--- config.mk ---
export PLATFORM = sky130hd
export DESIGN_NAME = modulo_5_detector
export DESIGN_NICKNAME = d
export VERILOG_FILES = /design/src/rtl/modulo5_pkg.sv /design/src/rtl/modulo_5_detector.sv
export SDC_FILE = /design/constraint.sdc
export NUM_CORES = 1
export LEC_CHECK = 0
export CORE_ASPECT_RATIO = 0.6
export CORE_MARGIN = 3
export CORE_UTILIZATION = 46
export CTS_CLUSTER_SIZE = 10
export DETAILED_ROUTE_END_ITERATION = 10
export PLACE_DENSITY = 0.71
export SKIP_CTS_REPAIR_TIMING = 1
export SLEW_MARGIN = 30
export SYNTH_ARGS = -nofsm -noshare
export SYNTH_HDL_FRONTEND = slang
export SYNTH_SLANG_ARGS = --single-unit
--- constraint.sdc ---
create_clock -name clock -period 4.6 [get_ports clock]
set_input_delay 0.92 -clock clock [delete_from_list [all_inputs] [get_ports clock]]
set_output_delay 0.92 -clock clock [all_outputs]
set_load 0.01 [all_outputs]
--- src/rtl/modulo5_pkg.sv ---
// ----------------------------------------------------------------------------
// modulo5_pkg : state encoding and remainder lookup for modulo_5_detector
// Rev 1.0
// ----------------------------------------------------------------------------
`default_nettype none

package modulo5_pkg;

   localparam int REM_W = 3;

   // Remainder states are encoded by their own remainder value.
   typedef enum logic [2:0] {
      S_IDLE = 3'd5,
      S_R0   = 3'd0,
      S_R1   = 3'd1,
      S_R2   = 3'd2,
      S_R3   = 3'd3,
      S_R4   = 3'd4
   } state_t;

   // r_next = (2*r + b) mod 5 as a table.
   function automatic state_t mod5_next(input state_t s, input logic b);
      state_t n;
      case (s)
         S_R0:    n = b ? S_R1 : S_R0;
         S_R1:    n = b ? S_R3 : S_R2;
         S_R2:    n = b ? S_R0 : S_R4;
         S_R3:    n = b ? S_R2 : S_R1;
         S_R4:    n = b ? S_R4 : S_R3;
         default: n = S_IDLE;
      endcase
      return n;
   endfunction

   function automatic logic [REM_W-1:0] state_rem(input state_t s);
      logic [REM_W-1:0] r;
      case (s)
         S_R1:    r = 3'd1;
         S_R2:    r = 3'd2;
         S_R3:    r = 3'd3;
         S_R4:    r = 3'd4;
         default: r = 3'd0;
      endcase
      return r;
   endfunction

endpackage

`default_nettype wire

--- src/rtl/modulo_5_detector.sv ---
// ----------------------------------------------------------------------------
// modulo_5_detector : MSB-first serial word divisibility-by-5 classifier
// Rev 1.0
// ----------------------------------------------------------------------------
`default_nettype none

module modulo_5_detector
   import modulo5_pkg::*;
#(
   parameter int WORD_BITS   = 8,
   parameter int COUNT_WIDTH = 8
) (
   input  logic                   clock,
   input  logic                   reset,
   input  logic                   serial_in,
   input  logic                   serial_valid,
   input  logic                   frame_start,
   output logic                   result_valid,
   output logic [REM_W-1:0]       remainder,
   output logic                   divisible,
   output logic                   frame_error,
   output logic [COUNT_WIDTH-1:0] divisible_count
);

   localparam int CNT_W = $clog2(WORD_BITS + 1);
   localparam logic [CNT_W-1:0]       LAST_CNT  = CNT_W'(WORD_BITS - 1);
   localparam logic [COUNT_WIDTH-1:0] COUNT_MAX = {COUNT_WIDTH{1'b1}};

   state_t                 state_q, state_d;
   logic [CNT_W-1:0]       cnt_q, cnt_d;
   logic                   result_valid_q, result_valid_d;
   logic [REM_W-1:0]       remainder_q, remainder_d;
   logic                   divisible_q, divisible_d;
   logic                   frame_error_q, frame_error_d;
   logic [COUNT_WIDTH-1:0] count_q, count_d;
   state_t                 rem_next;

   assign rem_next = mod5_next(state_q, serial_in);

   always_comb begin
      state_d        = state_q;
      cnt_d          = cnt_q;
      result_valid_d = 1'b0;
      remainder_d    = remainder_q;
      divisible_d    = divisible_q;
      frame_error_d  = 1'b0;
      count_d        = count_q;

      if (serial_valid) begin
         if (frame_start) begin
            // Any non-idle state means a word is partially received.
            frame_error_d = (state_q != S_IDLE);
            state_d       = serial_in ? S_R1 : S_R0;
            cnt_d         = CNT_W'(1);
         end else if (state_q != S_IDLE) begin
            if (cnt_q == LAST_CNT) begin
               result_valid_d = 1'b1;
               remainder_d    = state_rem(rem_next);
               divisible_d    = (rem_next == S_R0);
               state_d        = S_IDLE;
               cnt_d          = '0;
               if ((rem_next == S_R0) && (count_q != COUNT_MAX)) begin
                  count_d = count_q + 1'b1;
               end
            end else begin
               state_d = rem_next;
               cnt_d   = cnt_q + 1'b1;
            end
         end
      end
   end

   always_ff @(posedge clock or posedge reset) begin
      if (reset) begin
         state_q        <= S_IDLE;
         cnt_q          <= '0;
         result_valid_q <= 1'b0;
         remainder_q    <= '0;
         divisible_q    <= 1'b0;
         frame_error_q  <= 1'b0;
         count_q        <= '0;
      end else begin
         state_q        <= state_d;
         cnt_q          <= cnt_d;
         result_valid_q <= result_valid_d;
         remainder_q    <= remainder_d;
         divisible_q    <= divisible_d;
         frame_error_q  <= frame_error_d;
         count_q        <= count_d;
      end
   end

   assign result_valid    = result_valid_q;
   assign remainder       = remainder_q;
   assign divisible       = divisible_q;
   assign frame_error     = frame_error_q;
   assign divisible_count = count_q;

endmodule

`default_nettype wire

* Yosys cells after proc, flatten, opt, wreduce, memory -nomap -nowiden
Index checks and enable logic that the tools add are counted.
** Storage, ports and cells
- Output and inout bits :: 14
- Bits in registers :: 21
** Operators by class
- Mux-type cells :: 19
- Reductions and logical operators :: 7
- Bitwise logic cells :: 1
- Add/subtract/negate cells :: 2
- Equality and inequality tests :: 11
** Operators by type and width (number)
- 3-bit two-way mux :: 5
- 3-bit one-hot mux with 5 select lines :: 1
- 3-bit by 2-bit equality test with 1-bit output, second input constant :: 4
- 4-bit two-way mux :: 3
- 3-bit one-hot mux with 4 select lines :: 1
- 8-bit by 1-bit adder with 8-bit output, second input constant :: 1
- 1-bit two-way mux :: 8
- 8-bit inequality test, second input constant :: 1
- 3-bit by 1-bit equality test with 1-bit output, second input constant :: 2
- 3-bit equality test, second input constant :: 2
- 3-bit logical NOT :: 2
- 5-bit AND reduction :: 1
- 4-bit by 1-bit adder with 4-bit output, second input constant :: 1
- 4-bit by 3-bit equality test with 1-bit output, second input constant :: 1
- 4-bit AND reduction :: 1
- 3-bit inequality test, second input constant :: 1
- 2-bit two-way mux :: 1
- 2-bit AND reduction :: 1
- 2-bit nonzero test :: 1
- 1-bit logical AND :: 1
- 1-bit NOT :: 1

* Depth between registers and ports, before layout
- Depth in word-level cells :: 5
- Gate-level depth with buffers :: 5

* Worst setup path before layout
No wires, ideal clock.
- Path kind :: input to register
- Start point :: input frame_start
- End point :: register count_q[1] (netlist: divisible_count[1])
- Stages on the path :: 4
- Slack :: 2231 ps
- Path buffers :: 0
- Required time :: 4475 ps
- Library setup time :: 125 ps
- Data arrival time :: 2244 ps
- Cells stage by stage :: or4b_4 > nor4_4 > and2b_2 > mux2_2
** Between the ends
- Longest elaborated chain between the ends :: 2
** Ends and longest elaborated chain
- from (decl) :: line modulo_5_detector.sv:17 : input logic frame_start,
- 1-bit NOT (no line)
- 5-bit AND reduction (no line)
- to (signal assigned) :: line modulo_5_detector.sv:89 : count_q <= count_d;
- to (decl) :: line modulo_5_detector.sv:35 : logic [COUNT_WIDTH-1:0] count_q, count_d;
Every way passes these cells.
A chain may end at the register's enable or synchronous reset.

* Worst setup path in the final report
Same ends and word-level chain as after synthesis.

==> impl_metrics.ini <==
[status]
outcome = complete, no violations

[drt]
avgViaCountPerCell = 5.69
vias = 922
drtAntennaViolNets = 0
initialDrtViolationCount = 34
route.detailed.drc = 0
avgRoutedWirePerCell_um = 14.4
postRouteWirelength_um = 2340
first_pass_iters = 4

[sta]
slew_viol_final = 0
fmax_ghz = 0.346
period_minus_slack_ns = 2.89
setup_viol = 0
fin_tns_setup_ns = 0
clock-skew-final_ns = 0.00454
hold_violations = 0
rsz0062_at_grt = no
period_share_pct = 62.8
max_slew.worst_pin.slew_ns = 0.788
slew-limit-headroom_pct = 47.4
fin_ws_ns = 1.71

[yosys]
synth_cell_types = 41
synth_edf_count = 0
syn_area_um2 = 1140
async_flop_share_pct = 100
synth_top_area_share_pct = 41.7
synth_area_per_cell_um2 = 10.0
synth.most_common_cell = dfrtp_1
synthTopCellsByArea = dfrtp_1 (42%), dfstp_2 (4.6%), a21oi_1 (4.4%)
yosys-top-cells-count = dfrtp_1 (19), a21oi_1 (10), o21ai_0 (10), nand2_1 (8), inv_1 (6)
synth_seq_cells = 21
syn_inst = 114
synth_largest_area_cell = dfrtp_1
yosysWarnings = 0
synth_ff_type = dfrtp_1
syn_nets = 121
yosysSeqAreaShare_pct = 46.3

[global_route]
grt_pass1_wl_um = 3960
antenna_found_initial = 0
grt_pass1_vias = 876
grt_max_degree = 22
grt-ovfl-total = 0
grt_use_total_pct = 16.3

[die]
io_pins = 19
fp.dieH_um = 44.6
std_cell_rows = 13
initial_core_util_pct = 50.4
dieArea_um2 = 3130
die_w_um = 70.3
core_region_area_um2 = 2260

[finish]
area_delta_synth_final_pct = 20.7
n_antenna_cell = 0
fin_nets = 140
drive_gt1_share_pct = 11.4

[clock_tree]
clk_latency_ns = 0.26
clk_pin_slew_ns = 0.07
cts_buffers = 3
cts_tree = built
clockBufferDepth = 2
cts_max_level = 1
cts-root-buf = clkbuf_8
cts.sinks = 21

[worst_setup_path]
critPathLaunchType = primary input
crit_path_max_fanout = 12
worst-setup-path-type = in2reg
crit_path_end_kind = flip-flop
crit_chain = clkdlybuf4s50_1 -> or4b_4 -> nor4_4 -> and2b_2 -> mux2_2
cp.arrival_ns = 3.03
path_buf_inv = 1
critPathTopFamily = simple AND/OR/NAND/NOR gates
slowest_delay_ns = 0.58
cp_slowest_cell = clkdlybuf4s50_1
cp_data_required_time_ns = 4.75

[place]
routabilityCongestion = 0.886
dp_hpwl_um = 1730
pre_cts_ws_ns = 1.48
numPortBuffers = 18

[flow_run]
max_cap_viol_count = 0

[power_and_ir_drop]
ir_drop_mv = 0.211
p_total_w = 0.000418
p_leak_nw = 0.581
power.density_nw_per_um2 = 304

[worst_hold_path]
hold_path.class = reg2reg
-- metrics by stage --
step	area, um^2	util (%)	hold slack (ns)	cells
global placement	1330	58.9	0.472	158
global route	1380	60.9	0.523	162
detailed placement	1330	58.9	0.479	158
finish	1380	60.9	0.497	162
floorplan	1140	-	0.473	114
CTS	1380	60.9	0.500	162
-- layer usage --
metal  part of all wire, %  global-route usage, %
met1                    51                   23.4
met2                    40                   23.0
met3                   7.7                   5.22
met4                   1.3                   6.11
met5                     0                      0
-- placed cells by master (no fill, tap or decap), types with 3 or more instances in the layout --
cell type,n
clkdlybuf4s50_1,18
a31oi_1,3
nand3_1,5
nand2b_1,3
dfrtp_1,19
a21oi_1,10
nor2b_1,5
inv_1,6
clkbuf_8,3
nand3b_1,3
o21ai_0,10
mux2_2,4
nor2_1,4
nand2_1,8
-- where the power goes --
group | switching (W) | leakage, nW | internal, W
Sequential | 0.0000199 | 0.278 | 0.000203
Clock | 0.0000566 | 0.0228 | 0.0000617
Combinational | 0.0000365 | 0.280 | 0.0000402
-- registers in the layout (all words and copies together), names as in the netlist --
signal           count
remainder            3
state_q              3
divisible            1
frame_error          1
cnt_q                4
result_valid         1
divisible_count      8
-- final cells by class --
type / instances / area, um^2
clock buffer: 4 / 45.0
tap: 30 / 37.5
sequential: 21 / 528
inverter: 6 / 22.5
timing repair buffer: 18 / 180
multi-input combinational: 83 / 563
fill: 191 / 885
-- logic make-up after synthesis --
group           synth area share, %
simple gates                   23.2
compound gates                 16.9
flops                          46.3
buf+inv                        4.28
mux                            4.83
xor+xnor                       2.31
fa+ha+maj                      2.20
-- final timing paths --
path	end	slack (ns)	depth (start not counted)	start
max	divisible_count[1]	1.71	5	frame_start
min	remainder[2]	0.50	2	remainder[2]
max reg2reg	divisible_count[1]	2.43	5	cnt_q[0]
min reg2reg	remainder[2]	0.50	2	remainder[2]
max in group asynchronous	divisible	3.00	2	reset
min in group asynchronous	divisible_count[3]	1.11	2	reset
-- worst min-delay path, delay by kind of cell (launching register included) --
kind	cells	cell delay, ns
DFF	1	0.35
AOI/OAI and AO/OA	1	0.06
and+or+nand+nor	1	0.05
Note: power is estimated with default switching activity, not from simulation.
